<file path="src/rtl/victim_cache_pkg.sv">
// Shared definitions for the victim cache control slice.
//   vc_state_e : controller FSM states (probe path and evict path)
//   way_w()    : width of a way index for a given number of ways
package victim_cache_pkg;

    typedef enum logic [3:0] {
        IDLE   = 4'd0,
        LOOKUP = 4'd1,
        LWAIT  = 4'd2,
        READ   = 4'd3,
        RWAIT  = 4'd4,
        CLEAR  = 4'd5,
        RESP   = 4'd6,
        VREAD  = 4'd7,
        VWAIT  = 4'd8,
        WB     = 4'd9,
        WRITE  = 4'd10,
        DSET   = 4'd11
    } vc_state_e;

    // A one-way store still needs a 1-bit index so port widths never collapse to zero.
    function automatic int way_w(input int num_ways);
        return (num_ways > 1) ? $clog2(num_ways) : 1;
    endfunction

endpackage

</file>
<file path="src/rtl/victim_select.sv">
// Replacement-way selection for the victim cache.
//   clk, rst          : clock, synchronous active-high reset
//   valid_shadow      : per-way valid copy held by the controller
//   advance           : step the round-robin pointer (eviction of a valid line accepted)
//   victim_way        : lowest-index invalid way, else the round-robin pointer
//   victim_was_valid  : high when every way is valid and victim_way is the pointer
module victim_select
    import victim_cache_pkg::*;
#(
    parameter  int NUM_WAYS = 4,
    localparam int WAY_W    = way_w(NUM_WAYS)
) (
    input  logic                clk,
    input  logic                rst,
    input  logic [NUM_WAYS-1:0] valid_shadow,
    input  logic                advance,
    output logic [WAY_W-1:0]    victim_way,
    output logic                victim_was_valid
);

    logic [WAY_W-1:0] rr_ptr;

    // NUM_WAYS is a power of two, so the natural WAY_W-bit wrap gives mod NUM_WAYS.
    always_ff @(posedge clk) begin
        if (rst) begin
            rr_ptr <= '0;
        end else if (advance) begin
            rr_ptr <= rr_ptr + WAY_W'(1);
        end
    end

    // Scan from the top down so the lowest invalid index is the last assignment to land.
    // NOTE: both outputs get a default before the loop; without it this block infers latches.
    always_comb begin
        victim_way       = rr_ptr;
        victim_was_valid = 1'b1;
        for (int i = NUM_WAYS - 1; i >= 0; i--) begin
            if (!valid_shadow[i]) begin
                victim_way       = WAY_W'(i);
                victim_was_valid = 1'b0;
            end
        end
    end

endmodule

</file>
<file path="src/rtl/victim_cache_ctrl.sv">
// Victim cache controller sitting directly upstream of tag_store.
// Serialises L1 probes (miss lookups) and L1 eviction inserts into single-cycle
// tag_store strobes, picks the replacement way and drives dirty-victim writebacks.
// One transaction in flight at a time.
//   probe_*         : L1 probe request (valid/ready) and one-cycle response pulse
//   evict_*         : L1 eviction insert request (valid/ready)
//   wb_*            : dirty victim writeback to memory (valid/ready)
//   ts_* outputs    : tag_store strobes, tag and way select (0 when no strobe)
//   ts_* inputs     : registered tag_store results, usable the cycle after a strobe
module victim_cache_ctrl
    import victim_cache_pkg::*;
#(
    parameter  int TAG_WIDTH = 4,
    parameter  int NUM_WAYS  = 4,
    localparam int WAY_W     = way_w(NUM_WAYS)
) (
    input  logic                 clk,
    input  logic                 rst,
    // L1 probe
    input  logic                 probe_valid,
    output logic                 probe_ready,
    input  logic [TAG_WIDTH-1:0] probe_tag,
    output logic                 probe_resp_valid,
    output logic                 probe_hit,
    output logic [WAY_W-1:0]     probe_way,
    output logic                 probe_dirty,
    // L1 eviction insert
    input  logic                 evict_valid,
    output logic                 evict_ready,
    input  logic [TAG_WIDTH-1:0] evict_tag,
    input  logic                 evict_dirty,
    // memory writeback
    output logic                 wb_valid,
    input  logic                 wb_ready,
    output logic [TAG_WIDTH-1:0] wb_tag,
    output logic [WAY_W-1:0]     wb_way,
    // tag_store strobes
    output logic                 ts_write_en,
    output logic                 ts_read_en,
    output logic                 ts_lookup_en,
    output logic                 ts_valid_clear,
    output logic                 ts_dirty_set,
    output logic                 ts_dirty_clear,
    output logic [TAG_WIDTH-1:0] ts_tag_in,
    output logic [WAY_W-1:0]     ts_way_index,
    // tag_store results
    input  logic                 ts_hit,
    input  logic [WAY_W-1:0]     ts_hit_way,
    input  logic                 ts_valid_read,
    input  logic                 ts_dirty_read,
    input  logic [TAG_WIDTH-1:0] ts_tag_read
);

    vc_state_e            state;
    logic [NUM_WAYS-1:0]  valid_shadow;
    logic [TAG_WIDTH-1:0] req_tag_q;      // probe or evict tag; only one is ever in flight
    logic                 evict_dirty_q;
    logic [WAY_W-1:0]     way_q;          // hit way (probe) or victim way (evict)
    logic                 hit_q;
    logic                 dirty_q;
    logic [TAG_WIDTH-1:0] wb_tag_q;

    logic [WAY_W-1:0]     victim_way;
    logic                 victim_was_valid;
    logic                 probe_accept;
    logic                 evict_accept;

    // Probe has priority in IDLE, so an evict is only taken when no probe is offered.
    assign probe_accept = (state == IDLE) && probe_valid;
    assign evict_accept = (state == IDLE) && !probe_valid && evict_valid;

    victim_select #(
        .NUM_WAYS (NUM_WAYS)
    ) u_victim_select (
        .clk              (clk),
        .rst              (rst),
        .valid_shadow     (valid_shadow),
        .advance          (evict_accept && victim_was_valid),
        .victim_way       (victim_way),
        .victim_was_valid (victim_was_valid)
    );

    // NOTE: every register here is assigned with <= so all updates land together at the edge.
    // The shadow mirrors tag_store's valid bits; both reset together, so clearing it on rst
    // keeps the two consistent even when a transaction is aborted mid-flight.
    always_ff @(posedge clk) begin
        if (rst) begin
            state         <= IDLE;
            valid_shadow  <= '0;
            req_tag_q     <= '0;
            evict_dirty_q <= 1'b0;
            way_q         <= '0;
            hit_q         <= 1'b0;
            dirty_q       <= 1'b0;
            wb_tag_q      <= '0;
        end else begin
            case (state)
                IDLE: begin
                    if (probe_accept) begin
                        req_tag_q <= probe_tag;
                        state     <= LOOKUP;
                    end else if (evict_accept) begin
                        req_tag_q     <= evict_tag;
                        evict_dirty_q <= evict_dirty;
                        way_q         <= victim_way;
                        state         <= victim_was_valid ? VREAD : WRITE;
                    end
                end
                LOOKUP: state <= LWAIT;
                LWAIT: begin
                    hit_q   <= ts_hit;
                    dirty_q <= 1'b0;
                    way_q   <= ts_hit ? ts_hit_way : '0;
                    state   <= ts_hit ? READ : RESP;
                end
                READ:  state <= RWAIT;
                RWAIT: begin
                    dirty_q <= ts_dirty_read;
                    state   <= CLEAR;
                end
                // The hit line migrates back to L1, so the victim entry is dropped.
                CLEAR: begin
                    valid_shadow[way_q] <= 1'b0;
                    state               <= RESP;
                end
                RESP:  state <= IDLE;
                VREAD: state <= VWAIT;
                VWAIT: begin
                    if (ts_valid_read && ts_dirty_read) begin
                        wb_tag_q <= ts_tag_read;
                        state    <= WB;
                    end else begin
                        state <= WRITE;
                    end
                end
                WB: begin
                    if (wb_ready) begin
                        state <= WRITE;
                    end
                end
                WRITE: begin
                    valid_shadow[way_q] <= 1'b1;
                    state               <= evict_dirty_q ? DSET : IDLE;
                end
                DSET:    state <= IDLE;
                default: state <= IDLE;
            endcase
        end
    end

    // Moore outputs: each strobe is a pure function of state, so each lasts exactly one cycle
    // and at most one is ever active.
    always_comb begin
        probe_ready      = 1'b0;
        evict_ready      = 1'b0;
        probe_resp_valid = 1'b0;
        probe_hit        = 1'b0;
        probe_way        = '0;
        probe_dirty      = 1'b0;
        wb_valid         = 1'b0;
        wb_tag           = '0;
        wb_way           = '0;
        ts_write_en      = 1'b0;
        ts_read_en       = 1'b0;
        ts_lookup_en     = 1'b0;
        ts_valid_clear   = 1'b0;
        ts_dirty_set     = 1'b0;
        ts_tag_in        = '0;
        ts_way_index     = '0;
        case (state)
            IDLE: begin
                probe_ready = 1'b1;
                evict_ready = !probe_valid;
            end
            LOOKUP: begin
                ts_lookup_en = 1'b1;
                ts_tag_in    = req_tag_q;
            end
            READ, VREAD: begin
                ts_read_en   = 1'b1;
                ts_way_index = way_q;
            end
            CLEAR: begin
                ts_valid_clear = 1'b1;
                ts_way_index   = way_q;
            end
            RESP: begin
                probe_resp_valid = 1'b1;
                probe_hit        = hit_q;
                probe_way        = way_q;
                probe_dirty      = dirty_q;
            end
            WB: begin
                wb_valid = 1'b1;
                wb_tag   = wb_tag_q;
                wb_way   = way_q;
            end
            WRITE: begin
                ts_write_en  = 1'b1;
                ts_tag_in    = req_tag_q;
                ts_way_index = way_q;
            end
            DSET: begin
                ts_dirty_set = 1'b1;
                ts_way_index = way_q;
            end
            default: begin
            end
        endcase
    end

    // Reserved strobe: the controller never clears a dirty bit on its own.
    assign ts_dirty_clear = 1'b0;

endmodule
</file>
<file path="config.mk">
export PLATFORM = sky130hd
export DESIGN_NAME = victim_cache_ctrl
export DESIGN_NICKNAME = d
export VERILOG_FILES = /design/src/rtl/victim_cache_pkg.sv /design/src/rtl/victim_select.sv /design/src/rtl/victim_cache_ctrl.sv
export SDC_FILE = /design/constraint.sdc
export NUM_CORES = 1
export LEC_CHECK = 0
export CORE_ASPECT_RATIO = 1.75
export CORE_MARGIN = 2
export CORE_UTILIZATION = 40
export DETAILED_ROUTE_END_ITERATION = 7
export PLACE_DENSITY = 0.75
export SLEW_MARGIN = 10
export SYNTH_ARGS = -nofsm -noshare
export SYNTH_HDL_FRONTEND = slang
export SYNTH_SLANG_ARGS = --single-unit
</file>
<file path="constraint.sdc">
create_clock -name clk -period 1.6 [get_ports clk]
set_clock_uncertainty 0.15 [all_clocks]
set_input_delay 0.48 -clock clk [delete_from_list [all_inputs] [get_ports clk]]
set_output_delay 0.48 -clock clk [all_outputs]
set_load 0.005 [all_outputs]
</file>
**After elaboration in Yosys (flattened, before gate mapping)**

Cells that the tools add are included.
Widths: inputs -> output; s select.

- Output and inout port bits: 26
- Word-level logic and storage cells: 93
- Register bits: 23

- Muxes and demuxes: 42
- Reduce and logical (&&, ||, !) cells: 20
- Order comparisons: 2
- Equal/unequal tests: 15
- Bitwise logic cells: 4
- Add/subtract/negate cells: 1

Operator list:

| cell | count |
|---|---|
| $pmux 4 s10 | 1 |
| $mux 4 | 9 |
| $mux 2 | 11 |
| $eq 4x3->1 const B | 4 |
| $eq 4x4->1 const B | 4 |
| $mux 1 | 16 |
| $eq 4x2->1 const B | 2 |
| $pmux 4 s2 | 1 |
| $reduce_bool 2->1 | 4 |
| $logic_and 1x1->1 | 6 |
| $ne 2x2->1 const B | 3 |
| $reduce_and 2->1 | 3 |
| $reduce_and 3->1 | 2 |
| $reduce_or 5->1 | 1 |
| $and 4x4->4 | 1 |
| $eq 4x1->1 const B | 1 |
| $logic_not 4->1 | 1 |
| $not 4->4 | 1 |
| $or 4x4->4 | 1 |
| $pmux 2 s2 | 1 |
| $reduce_or 2->1 | 2 |
| $lt 2x3->1 const B | 1 |
| $mux 3 | 1 |
| $ne 3x3->1 const B | 1 |
| other kinds (6) | 6 |

**Longest topological paths before layout**

Gate-level depths: netlist of the first run.

- Word-level depth: 8
- Depth in mapped cells: 5
- Depth with buffers taken out: 4

**Modules after synthesis**

A second synthesis of the first run with hierarchy kept.

- Cells, all modules: 186
- Area total of the unflattened synthesis: 1,483.9 um2

Modules (own cells, without submodules):

| module | instances | cells each | area each (um2) |
|---|---|---|---|
| victim_cache_ctrl | 1 | 172 | 1,363.8 |
| victim_select | 1 | 14 | 120.1 |

**Worst setup path before layout of the first run**

Ideal clock, no wire load.

- Path kind: register to output
- Start: register state[0]
- End: output port ts_tag_in[0]
- Stages on the path, launching flop included: 6
- Arrival: 1.268 ns
- Path buffers: 1
- Setup slack: -0.298 ns
- Cell sequence: dfxtp_1 -> buf_6 -> nand2b_2 -> nor2_1 -> nor2_1 -> nor2b_1

- Cells in the longest elaborated chain, start to end: 3

RTL lines:

| item | RTL line | source |
|---|---|---|
| start, declared | victim_cache_ctrl.sv:54 | `vc_state_e state;` |
| start signal, assigned | victim_cache_ctrl.sv:106 | `state <= victim_was_valid ? VREAD : WRITE;` |
| start signal, assigned | victim_cache_ctrl.sv:114 | `state <= ts_hit ? READ : RESP;` |
| start signal, assigned | victim_cache_ctrl.sv:143 | `state <= evict_dirty_q ? DSET : IDLE;` |
| $eq 4x4->1 or $eq 4x1->1 (tied branches) | victim_cache_ctrl.sv:170 | `case (state)` |
| $reduce_or 2->1 (no line) (*) | n/a |  |
| $mux 4 (*) | victim_cache_ctrl.sv:170 |  |
| end, declared | victim_cache_ctrl.sv:44 | `output logic [TAG_WIDTH-1:0] ts_tag_in,` |

Mark *: on every way between the ends. The rest lies on a longest branch, timed or not.

**Worst setup path after layout of the first run**

- Start: register state[1]
- End: output port ts_tag_in[2]

Same word-level chain as after synthesis.

==> results.txt, run 1 <==
The maximum level of the CTS H-tree came out at 1. Of all cell types, the one taking the most synthesized area is sky130_fd_sc_hd__dfxtp_1. STA classifies the critical path startpoint as a flop. The flip-flop and latch count after synthesis is 23.

The final global-route overflow total came out at 0. The critical setup path kind is reg2out. The number of nets in the synthesized netlist came out at roughly 210. The final reports fail on negative setup slack. The maximum vdd ir drop is 1373 uV. The net total in the final layout came out at roughly 330. The total CTS buffers came out at 3. The worst setup path is captured at a primary output.

The design draws around 4.4 mW. The number of nets still failing antenna checks after routing is 0. The width of the chip came out at between 40 and 50 um. The fmax came out at 477.0 MHz. The maximum fanout count along the critical path is 4. The initial antenna violation count came out at 0. The die outline area came out at a little over 4000 um2. The total area of sequential cells came out at approximately 480 um2. The setup-violating endpoint count in the final report is between 40 and 50. The part of the cycle the worst path needs came out at 131.0%.

The layout overhead on the synthesized area came out at 114.4%. The routed design could run at a clock period as short as 2.097 ns. In this run the worst hold path is classified as reg2reg. The clock-pin slew of the registers on the worst-case setup and hold paths came out at approximately 0.09 ns. After synthesis, the share of flip-flops with an asynchronous set or reset is 0%. The number of warnings printed during yosys synthesis is 0. The number of max-cap violations came out at 0.

The cell with the most instances after synthesis is sky130_fd_sc_hd__nor2_1. The sum of net half-perimeters after detailed placement is approximately 3200 um. The number of remaining DRC errors is 0. Dividing the synthesized area by the synthesized cell count gives roughly 7.7 um2.

The number of synthesized flops with an enable pin came out at 0. The flow ran to the end, but the final reports show violations. The most used flip-flop cell after synthesis is sky130_fd_sc_hd__dfxtp_1. The count of fill cells added during filler insertion came out at ~150. The count of different cell masters after synthesis is 37. The global routing usage summed across all routing layers is 29.73%.

Setup repair after global routing could not meet its margin everywhere. In the post-synthesis netlist, the biggest area contributors are sky130_fd_sc_hd__dfxtp_1 33%, sky130_fd_sc_hd__nor2_1 8.0%, sky130_fd_sc_hd__and2_1 5.3%. The endpoint arrival time on the critical path is 1.47 ns. The clock latency reported for the late side of the worst-skew pair came out at approximately 0.27 ns. The max-slew violation total from the final report is 0. TritonCTS built the clock tree.

The total negative slack for setup checks came out at -12.96 ns. The routed wire length is approximately 7400 um. The via count normalized by instance count is 5.709. Ranked by instance count, the synthesized netlist is headed by 30 x sky130_fd_sc_hd__nor2_1, 23 x sky130_fd_sc_hd__dfxtp_1, 15 x sky130_fd_sc_hd__nand2_1. Data on the critical path is required at its endpoint by between 0.9 and 1 ns. The count of final hold-check violations is 0. The worst-case setup margin in the final layout is -0.4966 ns. The share of the synthesized area in the top cell type came out at about a third. Synthesis produced between 150 and 200 cells. Entering global routing, the biggest net connects 15 pins. The final design utilization came out at 89.29%. The number of buffers inserted by port buffering came out at 47. The synthesized netlist occupies a cell area of about 1400 um2. The initialized floorplan defines 28 standard-cell rows. The via count of the first global-routing pass came out at about 1,800.

The share of post-route cells with drive strength above 1 is approximately 58%. The count of routing violations after the opening detailed-route iteration came out at 47. The effective utilization at floorplan came out at roughly two fifths. The number of hold buffers added after cts came out at 0. The placer's final routability congestion estimate is between 0.8 and 0.9. The first global-routing pass estimated ~9000 um of wire.

The via count of the routed design is approximately 2,000. Measured along the y axis, the die boundary spans just over 80 um. The largest buffer count on any clock path is 2.

In this run the power density over the cells is 1447 nW/um2. In this run the static leakage power is approximately 1.3 nW. The average wire per cell in the routed design came out at 21.09 um. The first detailed-routing pass ran for 4 iterations. In this run the count of I/O pins placed on the die edge is between 40 and 50. The area of combinational cells with multiple inputs came out at approximately 1200 um2. In this run the clock root is driven by a sky130_fd_sc_hd__clkbuf_8. The clock net in this run drives a total of 23 sinks. The number of diodes is 0. The floorplan core area is 3398 um2. Of the synthesized area, sequential elements account for roughly a third.
## through the flow
step / hold slack [ns] / area [um2] / std cells / setup WS, ns
2_1_floorplan: 0.3003 / 1491 / 183 / -0.01175
3_3_place_gp: 0.3125 / 2221 / 299 / -0.5926
3_5_place_dp: 0.3252 / 2221 / 299 / -0.6608
4_1_cts: 0.3393 / 2724 / 336 / -0.4530
5_1_grt: 0.3940 / 3034 / 350 / -0.5575
6_report: 0.3740 / 3034 / 350 / -0.4966
## cell usage in the layout, fill, tap and decap left out, types with 4 or more instances in the layout
cell                               n
sky130_fd_sc_hd__o21ai_0           4
sky130_fd_sc_hd__nor2b_1           6
sky130_fd_sc_hd__dfxtp_1          19
sky130_fd_sc_hd__nor2_2            4
sky130_fd_sc_hd__nor2_1           21
sky130_fd_sc_hd__nand3_1           5
sky130_fd_sc_hd__clkdlybuf4s50_1  21
sky130_fd_sc_hd__buf_6            44
sky130_fd_sc_hd__a21oi_2           4
sky130_fd_sc_hd__mux2i_1           6
sky130_fd_sc_hd__a21oi_1           6
sky130_fd_sc_hd__nor2b_4           5
sky130_fd_sc_hd__nand3_2           4
sky130_fd_sc_hd__buf_2            11
sky130_fd_sc_hd__and2_1            4
sky130_fd_sc_hd__and2_4            8
sky130_fd_sc_hd__nand2b_1          5
sky130_fd_sc_hd__nand2_1           9
sky130_fd_sc_hd__dfxtp_4           4
sky130_fd_sc_hd__nand2b_4          4
sky130_fd_sc_hd__buf_4            48
sky130_fd_sc_hd__a311oi_2          4
sky130_fd_sc_hd__nor2_4            5
## path summary, 6_finish.rpt
kind              depth (start not counted)        start  slack, ns            to
setup reg to reg                          7     state[3]      -0.39      way_q[0]
hold reg to reg                           2  wb_tag_q[3]       0.37   wb_tag_q[3]
setup / recovery                          7     state[1]      -0.50  ts_tag_in[2]
hold / removal                            2  wb_tag_q[3]       0.37   wb_tag_q[3]
## final cells by class
type                       instances  area share [%]
clock buffer                       3           1.361
timing repair buffer             130           40.29
multi-input combinational        144           40.16
inverter                           4          0.4948
tap                               45           1.856
sequential                        23           15.67
clock inverter                     1          0.1649
## report_power, final
group | switching, mW | leakage [nW] | internal [mW]
clock | 0.201 | 0.0255 | 0.175
combinational | 1.43 | 1.07 | 1.71
sequential | 0.159 | 0.190 | 0.709
total | 1.79 | 1.29 | 2.60
## cells by family after synthesis
| kind of cell | share of synthesized area (%) |
|---|---|
| buf+inv | 5.658 |
| other cells | 0.2650 |
| flops | 32.54 |
| mux | 5.040 |
| xor+xnor | 1.238 |
| simple gates | 38.64 |
| compound gates | 16.62 |
## worst max-delay path, stage by stage (launching register included)
cell	delay (ns)
sky130_fd_sc_hd__dfxtp_4	0.40
sky130_fd_sc_hd__buf_12	0.12
sky130_fd_sc_hd__nand2b_4	0.09
sky130_fd_sc_hd__nor2_4	0.12
sky130_fd_sc_hd__buf_6	0.11
sky130_fd_sc_hd__nor2_4	0.04
sky130_fd_sc_hd__nor2b_1	0.15
sky130_fd_sc_hd__buf_2	0.16
## layer usage
metal / wire (um) / global-route usage, % / vias to the layer above
li1: - / - / 878
met1: 2443 / 31.37 / 969
met2: 4060 / 56.85 / 106
met3: 312 / 3.058 / 45
met4: 566 / 17.43 / 0
met5: 0 / 0 / -
## repair_timing
action,4_1_cts,5_1_grt
endpoints found under the setup margin,41,48
pin swaps,34,22
cloned,1,0
buffers inserted,34,17
resized for setup,174,52
No activity file was read; power rests on OpenSTA's default activity.
==> run 2: changes to the inputs <==
--- a/config.mk
+++ b/config.mk
@@ -7,10 +7,13 @@
 export LEC_CHECK = 0
 export CORE_ASPECT_RATIO = 1.75
 export CORE_MARGIN = 2
-export CORE_UTILIZATION = 40
+export CORE_UTILIZATION = 41
 export DETAILED_ROUTE_END_ITERATION = 7
-export PLACE_DENSITY = 0.75
+export GPL_TIMING_DRIVEN = 0
+export PLACE_DENSITY = 0.76
 export SLEW_MARGIN = 10
 export SYNTH_ARGS = -nofsm -noshare
 export SYNTH_HDL_FRONTEND = slang
+export SYNTH_HIERARCHICAL = 1
 export SYNTH_SLANG_ARGS = --single-unit
+export TNS_END_PERCENT = 1
==> run 2 against run 1 <==
Compared with the run above: the flow still finishes with violations (negative setup slack); flip-flop and latch count unchanged; register-to-register slack got worse by 0.11 ns; worst hold slack got worse by 0.033 ns; utilization decreased by 17 points; combinational power decreased by 28%; sequential power decreased by 12%; final area decreased by 18%; clock power about the same; synthesized area increased by 4.9%; worst setup slack got worse by 0.11 ns; first-iteration DRC count unchanged; critical path type unchanged; critical endpoint is now probe_way[0]; largest cell class is now multi-input combinational cells; highest routed layer unchanged.
==> results.txt, run 2 <==
The floorplan core area is 3433 um2 (+1.0%). The async set-reset flop share out of synthesis came to 0% (unchanged). The number of cells on the worst hold path came out at 2 (unchanged). The total CTS buffers is 3 (unchanged).

The power per cell area is 1370 nW/um2 (-5.3%). The commonest non-fill, non-tap cell in the layout is sky130_fd_sc_hd__buf_4. The non-filler instance count after layout came out at 312 (-11%).

The number of diodes came out at 0 (unchanged). The maximum level of the CTS H-tree came to 1 (unchanged). The highest routed metal layer is met4.

The standard-cell row count came out at 28 (unchanged). The clock latency reported for the late side of the worst-skew pair is 0.27 ns (about the same). The net total in the final layout came out at 291 (-12%). The die outline area came out at 4135 um2 (+2.2%). The routed wire length is 4780 um (-35%). The worst-case setup margin in the final layout came out at -0.6041 ns (-0.1076 ns).

In this run the clock root is driven by a sky130_fd_sc_hd__clkbuf_8. The number of warnings printed during yosys synthesis came out at 6 (+6). The final global-route overflow total was 0 (unchanged).

The max-slew violation total from the final report came out at 0 (unchanged). The count of different cell masters after synthesis came to 44 (+19%). The via count normalized by instance count came to 5.330 (-6.6%). The count of routing violations after the opening detailed-route iteration came to 47 (unchanged).

The via count of the routed design is 1,663 (-17%). The clock-pin slew of the registers on the worst-case setup and hold paths came out at 0.08 ns (about the same). The number of max-cap violations is 0 (unchanged). The checks that failed: negative setup slack. The register-to-register path setup slack came out at -0.50 ns (-0.11 ns). The total area of sequential cells came out at 470.5 um2 (-1.1%). The count of final hold-check violations came out at 0 (unchanged). The flow ran to the end, but the final reports show violations. The path with the worst hold slack has its endpoint at wb_tag_q[1]. The share of the synthesized area in the top cell type came out at 31.03% (-1.5 points). The launching element type of the critical path is a flop. The instance count of the mapped netlist is 186 (+1.6%). The worst slack on hold paths came to 0.3405 ns (-0.03348 ns). The origin of the worst min-delay path is wb_tag_q[1].

The detailed-routed wire length on met3 is 156 um (-50%). STA classifies the critical path endpoint as a primary output. The wire length on met1 came to 1856 um (-24%). The number of hold buffers added after cts is 0 (unchanged). In the synthesized netlist the dominant register cell turns out to be sky130_fd_sc_hd__dfxtp_1. The global-route wire length before repair is 7762 um (-15%).

The share of post-route cells with drive strength above 1 was 43.07% (-15 points). The width of the chip came out at 49.48 um (+1.1%). The number of buffers inserted by port buffering came out at 47 (unchanged).

The part of the cycle the worst path needs came out at 137.8% (+6.7 points). The setup-violating endpoint count in the final report is 42 (-2.3%). The sum of net half-perimeters after detailed placement is 2947 um (-9.2%).

The count of fill cells added during filler insertion was 280 (+89%). The average wire per cell in the routed design came out at 15.32 um (-27%). The placer's final routability congestion estimate is 0.7995 (-4.7%). The most common cell in the synthesized netlist is sky130_fd_sc_hd__nor2_1.

The number of remaining DRC errors was 0 (unchanged). The die boundary height is 83.59 um (+1.1%). The number of nets in the synthesized netlist came out at 209 (+1.5%). TritonCTS built the clock tree. The number of top-level pins was 49 (unchanged). The number of synthesized flops with an enable pin is 0 (unchanged).

The fmax is 453.7 MHz (-4.9%). The post-synthesis instance area is 1484 um2 (+4.9%). The post-synthesis area per instance came out at 7.978 um2 (+3.2%). The layout overhead on the synthesized area is 67.20%.

The maximum fanout count along the critical path is 4 (unchanged). The final critical delay including setup and external delays is 2.204 ns (+0.1076 ns). The commonest cells after synthesis are 26 x sky130_fd_sc_hd__nor2_1, 23 x sky130_fd_sc_hd__dfxtp_1, 18 x sky130_fd_sc_hd__and2_1. The largest buffer count on any clock path is 2 (unchanged). The sequential fraction of the synthesis area came out at 31.03% (-1.5 points). The pin count of the biggest net entering global routing came to 13 (-2). Setup repair after global routing could not meet its margin everywhere. The static leakage came out at 1.066 nW (-17%). The path class of the tightest hold or removal check is reg2reg. The cell count after placement is 278 (-7.0%). The initial antenna violation count is 0 (unchanged). The maximum vdd ir drop is 1257 uV (-8.4%). The cell type with the largest total area after synthesis is sky130_fd_sc_hd__dfxtp_1. The effective utilization at floorplan is 43.22% (+1.6 points). The worst setup path is of the reg2out kind. The detailed-routing iteration count for the pre-antenna-repair pass is 4 (unchanged). The flip-flop and latch count after synthesis came out at 23 (unchanged). The area of combinational cells with multiple inputs came to 1080 um2 (-11%). The amount of wire on met2 after detailed routing is 2648 um (-35%). The relative slew slack is a little over two fifths. The endpoint arrival time on the critical path came to 1.57 ns (+0.10 ns). For the pin with the worst max-slew slack, the measured transition is 0.8230 ns. The total number of clock tree sinks came out at 23 (unchanged). After synthesis, the cell types taking the most area are sky130_fd_sc_hd__dfxtp_1 31%, sky130_fd_sc_hd__and2_1 7.6%, sky130_fd_sc_hd__nor2_1 6.6%.

The path depth of the worst reg2reg path came to 7 (unchanged). The power consumption was 3.400 mW (-23%). The via count of the first global-routing pass is 1,652 (-9.7%). The top cell types in the final layout, fill and taps aside, are 25 x sky130_fd_sc_hd__buf_4, 21 x sky130_fd_sc_hd__nor2_1, 19 x sky130_fd_sc_hd__dfxtp_1. In this run the critical register-to-register path is captured at state[0]. The worst reg2reg path startpoint is state[1].

The number of nets still failing antenna checks after routing came out at 0 (unchanged). The required time of the critical path came to 0.97 ns (about the same). The global routing usage summed across all routing layers was 23.78% (-6.0 points).
## run 2: report_power, final
group / internal (mW) / switching, mW / leakage (nW)
clock network: 0.178 / 0.196 / 0.0228
registers: 0.697 / 0.0692 / 0.189
logic: 1.20 / 1.06 / 0.854
## run 2: logic make-up (layout without fill, tap and decap cells)
kind of cell,Yosys count,count (layout),synth area share [%]
other,1,1,0.2527
buffers and inverters,18,99,6.576
xor gates and xnor gates,1,1,0.5903
AOI/OAI and AO/OA,44,44,20.49
muxes,9,9,6.071
and+or+nand+nor,90,90,34.99
DFF,23,23,31.03
## run 2: how the worst max path moves through the flow
stage | endpoint | from | cells after the start
after floorplan | ts_tag_in[0] | state[1] | 6
after global placement | wb_tag[0] | state[0] | 5
after detailed placement | wb_tag[0] | state[0] | 5
after CTS | probe_way[0] | state[1] | 6
after global routing | ts_tag_in[0] | state[1] | 7
final | probe_way[0] | state[0] | 6
## run 2: layout make-up
type,instances,share of cell area [%]
clock buffers,4,1.815
inverters,3,0.4539
flip-flops and latches,23,18.96
multi-input cells,145,43.52
repair buffers,77,25.32
well taps,45,2.269
plain buffers,15,7.665
## run 2: through the flow
stage                     util (%)  setup TNS (ns)  instance area (um2)  worst slack (ns)
after floorplan                  -          -1.269                 1546          -0.09483
after global placement       60.39          -29.04                 2073           -0.8205
after detailed placement     60.39          -29.77                 2073           -0.8387
after CTS                    69.57          -15.55                 2389           -0.5734
after global routing         72.27          -17.86                 2481           -0.6772
final                        72.27          -14.88                 2481           -0.6041
## run 2: what timing repair did
item,4_1_cts,5_1_grt
buffers inserted,28,2
gates resized for setup,121,35
pin swaps,22,16
setup endpoints to repair,48,47
## run 2: metal layers
metal	vias up	track usage, %
met5	-	0
met4	0	10.86
met2	50	42.14
met1	796	28.29
li1	808	-
met3	9	1.971
## run 2: critical path, stage by stage, from the launching register on
cell	delay (ns)
sky130_fd_sc_hd__dfxtp_2	0.34
sky130_fd_sc_hd__buf_6	0.13
sky130_fd_sc_hd__clkbuf_16	0.14
sky130_fd_sc_hd__and4bb_2	0.35
sky130_fd_sc_hd__buf_6	0.11
sky130_fd_sc_hd__and2_1	0.12
sky130_fd_sc_hd__buf_2	0.11
==> run 3: changes to the inputs <==
--- a/config.mk
+++ b/config.mk
@@ -5,7 +5,6 @@
 export SDC_FILE = /design/constraint.sdc
 export NUM_CORES = 1
 export LEC_CHECK = 0
-export CORE_ASPECT_RATIO = 1.75
 export CORE_MARGIN = 2
 export CORE_UTILIZATION = 41
 export DETAILED_ROUTE_END_ITERATION = 7
==> run 3 against run 2 <==
Compared with the run above: the flow still finishes with violations (negative setup slack); wire length rose by 14%; critical path depth rose by 2; sequential share of layout area fell by 0.81 points; register-to-register slack improved by 0.12 ns; clock power fell by 21%; sequential power rose by 6.9%; critical path type unchanged; largest cell class unchanged; largest power group unchanged.
==> results.txt, run 3 (synthesis gave the netlist of run 2 again) <==
In the layout the commonest cells are 34 x sky130_fd_sc_hd__buf_4, 20 x sky130_fd_sc_hd__nor2_1, 20 x sky130_fd_sc_hd__clkdlybuf4s50_1. The detailed-routing iteration count for the pre-antenna-repair pass is 4 (unchanged). The worst register-to-register path ends at state[0]. The floorplan core area is 3416 um2 (-0.51%). The share of post-route cells with drive strength above 1 is 44.00% (+0.93 points).

The die boundary height is 64.16 um (-23%). The total CTS buffers is 3 (unchanged). The die outline area is 4117 um2 (-0.46%).

The final critical delay including setup and external delays is 2.332 ns (+0.1278 ns). The area of combinational cells with multiple inputs came out at 1094 um2 (+1.3%). The path depth of the worst reg2reg path is 6 (-1).

The initial antenna violation count came out at 0 (unchanged). The global-route wire length before repair was 8155 um (+5.1%). The number of diodes is 0 (unchanged). The checks that failed: negative setup slack. The worst-case setup margin in the final layout is -0.7320 ns (-0.1278 ns). The width of the chip came out at 64.16 um (+30%). The slew at the pin with the worst max-slew slack came out at 0.6193 ns (-0.2037 ns). The power per cell area came out at 1396 nW/um2 (+1.9%). The number of hold buffers added after cts came out at 0 (unchanged).

The routed wire length came to 5435 um (+14%). The number of buffers inserted by port buffering came out at 47 (unchanged). The final design instance area without fill came out at 2606 um2 (+5.0%). In this run the worst hold path is classified as reg2reg. CTS placed an instance of sky130_fd_sc_hd__clkbuf_4 at the clock tree root. The maximum level of the CTS H-tree was 1 (unchanged). The critical path is of the reg2out type.

The internal power component is 2.162 mW (+4.0%). Setup repair after global routing could not meet its margin everywhere. The number of nets still failing antenna checks after routing is 0 (unchanged). The setup-violating endpoint count in the final report is 42 (unchanged). The clock share of power came out at 8.2% (-2.8 points).

The static leakage is 1.060 nW (-0.52%). The maximum fanout count along the critical path came to 5 (+1). The number of cells on the worst hold path came to 2 (unchanged). The run finished, with violations left.

The count of fill cells added during filler insertion came out at 246 (-12%). The number of max-cap violations was 0 (unchanged). The max-slew violation total from the final report is 0 (unchanged). The switching power share of the total is 40.58% (+1.7 points). The worst setup path is captured at a primary output.

The clock-pin slew of the registers on the worst-case setup and hold paths is 0.14 ns (+0.06 ns). The clock latency reported for the late side of the worst-skew pair came out at 0.33 ns (+0.06 ns). The endpoint arrival time on the critical path is 1.70 ns (+0.13 ns). The total negative slack for setup checks is -17.84 ns (-2.955 ns). The final design utilization came out at 76.30% (+4.0 points).

The total area of sequential cells is 473.0 um2 (+0.53%). The placer's final routability congestion estimate is 0.8266 (+3.4%). The largest buffer count on any clock path was 2 (unchanged). The via count of the routed design came out at 1,775 (+6.7%).

The maximum vdd ir drop came to 698.1 uV (-44%). The average wire per cell in the routed design is 16.93 um (+11%). The total number of clock tree sinks was 23 (unchanged). The library cell used most frequently in the layout, excluding fill and tap cells, is sky130_fd_sc_hd__buf_4. The worst setup path is launched from a flop. The switching power total is 1.477 mW (+12%). The global routing usage summed across all routing layers is 25.25% (+1.5 points).

The via count normalized by instance count is 5.530 (+3.7%). The part of the cycle the worst path needs is 145.7% (+8.0 points). The effective utilization at floorplan is 43.44% (+0.22 points). The sum of net half-perimeters after detailed placement is 2849 um (-3.3%). TritonCTS built the clock tree.

The pin count of the biggest net entering global routing came to 15 (+2). The final global-route overflow total is 0 (unchanged). The share of total power in combinational logic came out at 69.3% (+2.9 points). The count of final hold-check violations came out at 0 (unchanged).

The number of remaining DRC errors is 0 (unchanged). The via count of the first global-routing pass is 1,684 (+1.9%). The fmax is 428.8 MHz (-5.5%). The relative slew slack came out at 57.65% (+14 points). The number of top-level pins is 49 (unchanged). From synthesis to final layout, the design area changed by 75.63%. The area after detailed placement came out at 2074 um2 (about the same). The standard-cell row count is 21 (-25%). The net total in the final layout is 299 (+2.7%). The worst reg2reg path startpoint is state[2].

The count of routing violations after the opening detailed-route iteration came out at 156 (+230%). The register-to-register path setup slack came out at -0.38 ns (+0.12 ns). The required time of the critical path came out at 0.97 ns (about the same). The register share of total power was 22.5% (about the same).
run 3: changes by cell type in the layout (fill, tap and decap cells not counted), sizes merged:
cell           change
dlymetal6s2s       -3
clkdlybuf4s50      +3
dlygate4sd2        -1
buf                +2
inv                +1
clkdlybuf4s15      +8
clkbuf             -2
run 3: power groups by stage:
stage | sequential, mW | combinational [mW] | clock (mW)
after floorplan | 0.766 | 1.06 | 0
after global placement | 0.784 | 1.44 | 0
after detailed placement | 0.788 | 1.46 | 0
after CTS | 0.764 | 2.29 | 0.297
after global routing | 0.832 | 2.67 | 0.327
final | 0.819 | 2.52 | 0.298
run 3: worst max-delay path by stage:
stage,cells past startpoint,from,slack [ns],end
after global routing,8,state[1],-0.82,ts_tag_in[3]
after global placement,4,probe_valid,-0.83,evict_ready
final,8,state[1],-0.73,ts_tag_in[3]
after floorplan,6,state[1],-0.09,ts_tag_in[0]
after detailed placement,4,probe_valid,-0.84,evict_ready
after CTS,8,state[1],-0.69,ts_tag_in[3]
run 3: per-stage QoR:
stage	power [mW]	std cells	hold slack (ns)	setup WS (ns)
floorplan	1.827	186	0.3015	-0.09483
global placement	2.225	279	0.3217	-0.8324
detailed placement	2.249	279	0.3323	-0.8406
CTS	3.353	319	0.3553	-0.6896
global route	3.824	321	0.3768	-0.8204
finish	3.638	321	0.3533	-0.7320
run 3: layout make-up:
| cell class | instances | area share, % |
|---|---|---|
| tap | 46 | 2.208 |
| sequential | 23 | 18.15 |
| clock inverter | 1 | 0.2400 |
| buffer | 14 | 7.153 |
| clock buffer | 3 | 0.8641 |
| timing repair buffer | 86 | 29.00 |
| multi-input combinational | 145 | 41.96 |
| inverter | 3 | 0.4321 |
run 3: critical path, stage by stage, from the launching register on:
cell and delay (ns):
sky130_fd_sc_hd__dfxtp_4 0.38, sky130_fd_sc_hd__buf_6 0.13, sky130_fd_sc_hd__clkbuf_16 0.15, sky130_fd_sc_hd__nor3b_4 0.18, sky130_fd_sc_hd__a21oi_2 0.05, sky130_fd_sc_hd__nor2_2 0.14, sky130_fd_sc_hd__buf_4 0.14, sky130_fd_sc_hd__and2_4 0.13
sky130_fd_sc_hd__buf_6 0.08
run 3: timing repair:
action,CTS,global route
pin swaps,19,14
hold endpoints to repair,0,0
resized for setup,133,17
setup endpoints to repair,47,47
buffers inserted,37,3
run 3: routing by layer:
layer | vias up | track usage [%] | wire, um
met5 | - | 0 | 0
met4 | 0 | 8.511 | 147
met3 | 16 | 5.810 | 406
met2 | 96 | 41.54 | 2657
met1 | 837 | 32.40 | 2223
li1 | 826 | - | -
